### src/rtl/regfile_mp.sv
// regfile_mp: two registered read ports, one write port, storage cleared by a post-reset init sequencer.
// Optional macro REGFILE_BYPASS_EN: same-edge write-to-read bypass (write-first); default is read-first.
module regfile_mp #(
  parameter int DATA_W   = 32,
  parameter int ADDR_W   = 5,
  parameter int DEPTH    = 32,
  parameter int ZERO_REG = 1
) (
  input  logic              clk,
  input  logic              rst_n,
  input  logic              rd_en,
  input  logic [ADDR_W-1:0] rd_addr1,
  input  logic [ADDR_W-1:0] rd_addr2,
  output logic [DATA_W-1:0] rd_data1,
  output logic [DATA_W-1:0] rd_data2,
  input  logic              wr_en,
  input  logic [ADDR_W-1:0] wr_addr,
  input  logic [DATA_W-1:0] wr_data,
  output logic              ready
);

  localparam int IDX_W = (DEPTH > 1) ? $clog2(DEPTH) : 1;
  localparam logic [ADDR_W:0] DEPTH_LIM = (ADDR_W+1)'(DEPTH);
  localparam logic [ADDR_W:0] LAST_IDX  = (ADDR_W+1)'(DEPTH - 1);
  localparam logic [ADDR_W:0] IDX_STEP  = {{ADDR_W{1'b0}}, 1'b1};

  localparam logic STATE_INIT = 1'b0;
  localparam logic STATE_RUN  = 1'b1;

  logic              state;
  // One bit wider than the address so the counter can reach DEPTH without wrapping.
  logic [ADDR_W:0]   init_idx;
  logic [DATA_W-1:0] mem [DEPTH];
  logic              run;
  logic              wr_commit;
  logic [DATA_W-1:0] rd_next1;
  logic [DATA_W-1:0] rd_next2;

  function automatic logic addr_live(input logic [ADDR_W-1:0] addr);
    logic in_range;
    logic zero_hit;
    in_range = ({1'b0, addr} < DEPTH_LIM);
    zero_hit = (ZERO_REG != 0) && (addr == '0);
    return in_range && !zero_hit;
  endfunction

  assign run       = (state == STATE_RUN);
  assign ready     = run;
  assign wr_commit = run && wr_en && addr_live(wr_addr);

  always_ff @(posedge clk) begin
    if (!rst_n) begin
      state    <= STATE_INIT;
      init_idx <= '0;
    end else if (state == STATE_INIT) begin
      init_idx <= init_idx + IDX_STEP;
      if (init_idx == LAST_IDX) begin
        state <= STATE_RUN;
      end
    end
  end

  // Storage: cleared one entry per cycle during INIT; a reset edge discards the write.
  always_ff @(posedge clk) begin
    if (rst_n) begin
      if (state == STATE_INIT) begin
        mem[init_idx[IDX_W-1:0]] <= '0;
      end else if (wr_commit) begin
        mem[wr_addr[IDX_W-1:0]] <= wr_data;
      end
    end
  end

  always_comb begin
    rd_next1 = '0;
    rd_next2 = '0;
    if (addr_live(rd_addr1)) begin
      rd_next1 = mem[rd_addr1[IDX_W-1:0]];
    end
    if (addr_live(rd_addr2)) begin
      rd_next2 = mem[rd_addr2[IDX_W-1:0]];
    end
`ifdef REGFILE_BYPASS_EN
    // wr_commit already excludes dropped writes, so zero/out-of-range rules still win.
    if (wr_commit && (rd_addr1 == wr_addr)) begin
      rd_next1 = wr_data;
    end
    if (wr_commit && (rd_addr2 == wr_addr)) begin
      rd_next2 = wr_data;
    end
`endif
  end

  // Read stage: outputs load only in RUN with rd_en, otherwise hold.
  always_ff @(posedge clk) begin
    if (!rst_n || (state == STATE_INIT)) begin
      rd_data1 <= '0;
      rd_data2 <= '0;
    end else if (rd_en) begin
      rd_data1 <= rd_next1;
      rd_data2 <= rd_next2;
    end
  end

endmodule

### config.mk
export PLATFORM = sky130hd
export DESIGN_NAME = regfile_mp
export DESIGN_NICKNAME = d
export VERILOG_FILES = /design/src/rtl/regfile_mp.sv
export SDC_FILE = /design/constraint.sdc
export NUM_CORES = 1
export LEC_CHECK = 0
export CORE_MARGIN = 5
export CORE_UTILIZATION = 55
export DETAILED_ROUTE_END_ITERATION = 8
export GPL_TIMING_DRIVEN = 0
export HOLD_SLACK_MARGIN = 0.03
export PLACE_DENSITY = 0.78
export REMOVE_ABC_BUFFERS = 1
export SLEW_MARGIN = 10
export SYNTH_ARGS = -nofsm -noshare
export SYNTH_HDL_FRONTEND = slang
export SYNTH_SLANG_ARGS = --single-unit
### constraint.sdc
create_clock -name clk -period 12.6 [get_ports clk]
set_input_delay 3.15 -clock clk [delete_from_list [all_inputs] [get_ports clk]]
set_output_delay 3.15 -clock clk [all_outputs]
set_load 0.01 [all_outputs]
### Word-level counts from Yosys, hierarchy flattened

Memories as Yosys holds them, arrays and structs flattened.
Index checks and enable logic that the tools add are counted.

| storage, ports and cells | value |
|---|---|
| memory bits (writable) | 1024 |
| output and inout bits | 65 |
| bits of input ports | 51 |
| memories kept | 1 |
| register bits after elaboration | 71 |

Memory list:

| memory | words | bits a word | read ports | clocked after Yosys merged registers in | wr ports | RTL line | text |
|---|---|---|---|---|---|---|---|
| mem | 32 | 32 | 2 | 0 | 1 | 33 | `logic [DATA_W-1:0] mem [DEPTH];` |

| cells by class | value |
|---|---|
| equal/unequal tests | 1 |
| bitwise gates (word level) | 1 |
| reductions and logical operators | 9 |
| multiplexer cells | 14 |
| add/subtract/negate cells | 1 |

Operators with widths:

| operator | number |
|---|---|
| $mux 32 | 3 |
| $reduce_or 32->1 | 1 |
| $logic_not 5->1 | 3 |
| $mux 1 | 10 |
| $add 6x1->6 const B | 1 |
| $eq 6x5->1 const B | 1 |
| $mux 5 | 1 |
| $logic_and 1x1->1 | 2 |
| $logic_not 1->1 | 2 |
| $logic_or 1x1->1 | 1 |
| $not 1->1 | 1 |

### Depth between registers and ports, before layout

Gate-level depths: netlist of the first run.

| logic depth | value |
|---|---|
| word-level depth | 9 |
| mapped depth | 8 |
| mapped depth without buffers | 5 |

### Least setup slack after synthesis of the first run

No wires, ideal clock.

| path | value |
|---|---|
| path kind | in2reg |
| start point | in wr_addr[4] |
| end point | mem mem[25][0], enable pin |
| arrival time | 6.119 ns |
| slack | 6.020 ns |
| stages on the path | 4 |
| required time | 12.139 ns |
| path through | nor3_1 a21o_1 a22oi_1 nor3_1 |

| on the way | value |
|---|---|
| cells in the longest elaborated chain, start to end | 9 |
| elaborated cells between the ends (all ways) | 10 |
| those cells by class | 6 x mux; 4 x reduce/logical |

Ends and longest elaborated chain:

| item | RTL line | text |
|---|---|---|
| start, declared | 17 | `input logic [ADDR_W-1:0] wr_addr,` |
| $logic_not 5->1 | 43 | `zero_hit = (ZERO_REG != 0) && (addr == '0);` |
| $logic_not 1->1 | 44 | `return in_range && !zero_hit;` |
| $logic_and 1x1->1 | 49 | `assign wr_commit = run && wr_en && addr_live(wr_addr);` |
| $mux 1 | 68 | `end else if (wr_commit) begin` |
| $mux 1 | 66 | `if (state == STATE_INIT) begin` |
| $mux 1 | 65 | `if (rst_n) begin` |
| $mux 1 (implied by the code) | 69 | `mem[wr_addr[IDX_W-1:0]] <= wr_data;` |
| $reduce_or 32->1 (no line) | - |  |
| $mux 5 (no line) or $mux 1 (tied branches) | - |  |
| end, declared | 33 |  |

Several ways; a longest one is shown, not always the timed one.

### Worst setup path in the final report of the first run

| path | value |
|---|---|
| start point | in rst_n |
| end point | mem mem[20][15], enable pin |

| on the way | value |
|---|---|
| cells in the longest elaborated chain, start to end | 4 |
| elaborated cells between the ends (all ways) | 7 |
| those cells by class | 6 x mux; 1 x reduce/logical |

Ends and longest elaborated chain:

| item | RTL line | text |
|---|---|---|
| start, declared | 10 | `input logic rst_n,` |
| $mux 1 | 65 |  |
| $mux 1 (implied by the code) | 69 |  |
| $reduce_or 32->1 (no line) | - |  |
| $mux 5 (no line) or $mux 1 (tied branches) | - |  |

Several ways; a longest one is shown, not always the timed one.

==> results of run 1 <==
-- cell type report --
| cell class | count | area (um^2) | area share |
|---|---|---|---|
| Multi-Input combinational cell | 1479 | 17300 | 0.297 |
| Tap cell | 1186 | 1480 | 0.0254 |
| Clock buffer | 150 | 3020 | 0.0518 |
| Timing Repair Buffer | 298 | 3780 | 0.0649 |
| Antenna cell | 5 | 12.5 | 0.000214 |
| Sequential cell | 1095 | 32200 | 0.551 |
| Clock inverter | 57 | 504 | 0.00864 |
| Inverter | 7 | 26.3 | 0.000450 |
-- synth_stat cells --
cell type	n	area [um^2]
o2111ai_1	64	561
nor3_1	26	130
and3b_1	1	8.76
a41oi_1	1	8.76
buf_2	87	435
nor2b_1	20	125
o21a_1	1	7.51
a22oi_1	45	338
o311ai_1	1	8.76
and3_1	2	12.5
nand2_1	118	443
mux2i_1	375	3750
and4b_1	3	30.0
a31o_1	36	315
xnor2_1	5	43.8
a22o_1	86	753
a2bb2oi_1	3	26.3
inv_1	7	26.3
nor2_1	14	52.6
buf_8	1	15.0
a21o_1	22	165
a31oi_1	1	6.26
buf_4	13	97.6
o21ai_0	43	215
dfxtp_1	71	1420
mux4_2	384	8650
edfxtp_1	1024	30700
ha_1	1	12.5
o311ai_2	1	16.3
a211o_1	11	96.3
and4_1	2	17.5
a21oi_1	6	30.0
nand4b_1	1	8.76
buf_1	7	26.3
a31o_2	28	245
nor4bb_1	1	10.0
nand3_1	130	651
nor4_1	2	12.5
buf_6	27	304
nor3b_1	3	22.5
nand4_1	1	6.26
a32oi_1	1	8.76
and2_1	40	250
clkbuf_1	99	372
-- per-stage QoR --
step / area [um^2] / setup WS, ps / std cells
6_report: 58400 / 6210 / 4277
3_5_place_dp: 54800 / 5700 / 4064
3_3_place_gp: 51900 / -24210 / 3882
4_1_cts: 58300 / 6350 / 4271
2_1_floorplan: 49200 / 5780 / 2581
5_1_grt: 58300 / 6100 / 4272
-- worst max path at each step --
stage,from,end,slack [ps],depth (start not counted)
5_1_grt,rst_n,mem[20][1],6100,8
3_3_place_gp,rd_addr1[0],rd_data1[13],-24210,4
2_1_floorplan,wr_addr[4],mem[10][0],5780,4
3_5_place_dp,rst_n,mem[20][31],5700,8
6_report,rst_n,mem[20][15],6210,8
4_1_cts,rst_n,mem[20][1],6350,8
-- worst max-delay path, stage by stage --
cell	delay (ps)
clkdlybuf4s50_1	810
nand3_1	390
nor3b_1	520
a21oi_1	300
nor3_2	920
buf_8	250
buf_6	180
buf_4	220
-- logic make-up (layout without fill, tap and decap cells) --
kind of cell / Yosys count / count (layout) / share of synthesized area
adder cells (fa/ha/maj): 1 / 1 / 0.000248
AO/OA/AOI/OAI: 350 / 350 / 0.0555
AND/OR/NAND/NOR: 364 / 364 / 0.0353
other: 0 / 5 / 0
flip-flops: 1095 / 1095 / 0.637
buffers and inverters: 241 / 512 / 0.0253
XOR/XNOR: 5 / 5 / 0.000867
multiplexers: 759 / 759 / 0.246
-- power by group through the flow --
stage | logic [W] | registers (W) | clock network, W
5_1_grt | 0.000412 | 0.00395 | 0.00337
4_1_cts | 0.000393 | 0.00395 | 0.00321
6_report | 0.000399 | 0.00395 | 0.00320
3_5_place_dp | 0.000391 | 0.00402 | 0
2_1_floorplan | 0.000154 | 0.00402 | 0
3_3_place_gp | 0.000541 | 0.00403 | 0
-- registers in the layout, indices dropped and copies added (netlist names) --
name,flops
mem,1024
rd_data1,32
rd_data2,32
init_idx,6
ready,1
-- metal layers --
metal / vias up / share of wire
met5: - / 0.000096
met4: 2 / 0.053
met3: 542 / 0.14
met2: 2459 / 0.45
met1: 15784 / 0.36
li1: 12191 / -
==> reports/qor.yml, run 1 <==
status: "complete, but fails checks"
violations: "antenna rules"
antenna_found_initial: 1
min_path_type: "reg -> reg"
track_usage: 0.296
drt-initial-drc-count: 4366
hold_viol: 0
worstSetupPathType: "in -> reg"
syn_avg_cell_area_um2: 17.9
report.final.slew_viol_count: 0
fill_cells: 5976
finalWeightedCongestion: 0.772
nets: 3042
ant_nets: 1
met2_usage: 0.452
grt_remaining_overflow: 0
wl_per_cell_um: 34.2
floorplan.die_area_um2: 98000
syn_to_final_growth_pct: 15.6
fin_setup_tns_ps: 0
worstReg2RegEnd: "mem[20][15]"
port_buffers: 115
syn_area_um2: 50500
synthCells: 2815
cts-buffers-inserted: 109
swShare: 0.217
tritoncts: "built"
power_frac_seq: 0.523
final_common_cell: "edfxtp_1"
start_kind: "input port"
rows: 111
cts.hold.buffers_added: 0
max_freq_ghz: 0.157
ys_ff_latch: 1095
hold_start: "init_idx[5]"
leakagePower_nw: 20.4
p_switching_w: 0.00164
finalPower_w: 0.00754
hpwl_um: 96300
drtPass1Iterations: 6
post_cts.repair.setup_buffers: 0
min_to: "ready"
io_pins: 116
max_cap_violations: 0
grt_pass1_vias: 32485
cts.sinks: 1095
cts_root_buf: "clkbuf_16"
p_clk_frac: 0.424
relSlewSlack: 0.107
required_ps: 12980
start_util: 0.552
ir_drop_mv: 0.113
busiest_layer: "met2"
min_period_ps: 6390
clk_pin_slew_ps: 60
yosysWarnings: 0
grtUsageMet1: 0.410
core_area_um2: 91400
drive_gt1_frac: 0.267
cts_buffer_depth: 3
pwr-share-comb: 0.053
fin_util: 0.639
drt-total-wl_um: 146000
met3_usage: 0.0780
drc: 0
rr_worst_depth: 7
ys_seq_area_frac: 0.637
clk-insertion-delay-late_ps: 690
die_h_um: 313
ctsHtreeMaxLevel: 3
fin_crit_sh: 0.507
holdPathStages: 2
regToRegSetupSlack_ps: 8780
whs_ps: 557
rsz0062_at_grt: "false"
mostFrequentLayoutCells: "edfxtp_1 (1024), mux4_2 (384), mux2i_1 (375), nand3_1 (130), nand2_1 (118)"
grt_first_pass_wirelength_um: 214000
finalSetupViolations: 0
ys_types: 44
critical_path.max_fanout: 17
via_per_inst: 7.24
die_w_um: 313
grt_start_max_net_pins: 93
ctsResizeCount: 0
internal_power_w: 0.00591
worst_ep_arrival_time_ps: 6760
cp-end-kind: "flip-flop"
power_density_nw_per_um2: 129
vias: 30978
clock-skew-final_ps: 16.5
tightest_slew_ps: 1340
timing.rr.start: "ready"
Note: power is estimated with default switching activity, not from simulation.
==> run 2: changes to the inputs <==
==> constraint.sdc (replaced) <==
create_clock -name clk -period 6.63 [get_ports clk]
set_input_delay 1.6575 -clock clk [delete_from_list [all_inputs] [get_ports clk]]
set_output_delay 1.6575 -clock clk [all_outputs]
set_load 0.01 [all_outputs]
==> results of run 2 <==
Same layout as run 1 (identical final DEF). Status: complete, but fails checks: antenna rules.
Among the figures that moved: setup slack after placement 5700 ps -> 1220 ps; setup slack after layout 6210 ps -> 1730 ps; register-to-register setup slack 8780 ps -> 2810 ps; total power 0.00754 W -> 0.0143 W; worst IR drop on VDD 0.113 mV -> 0.215 mV
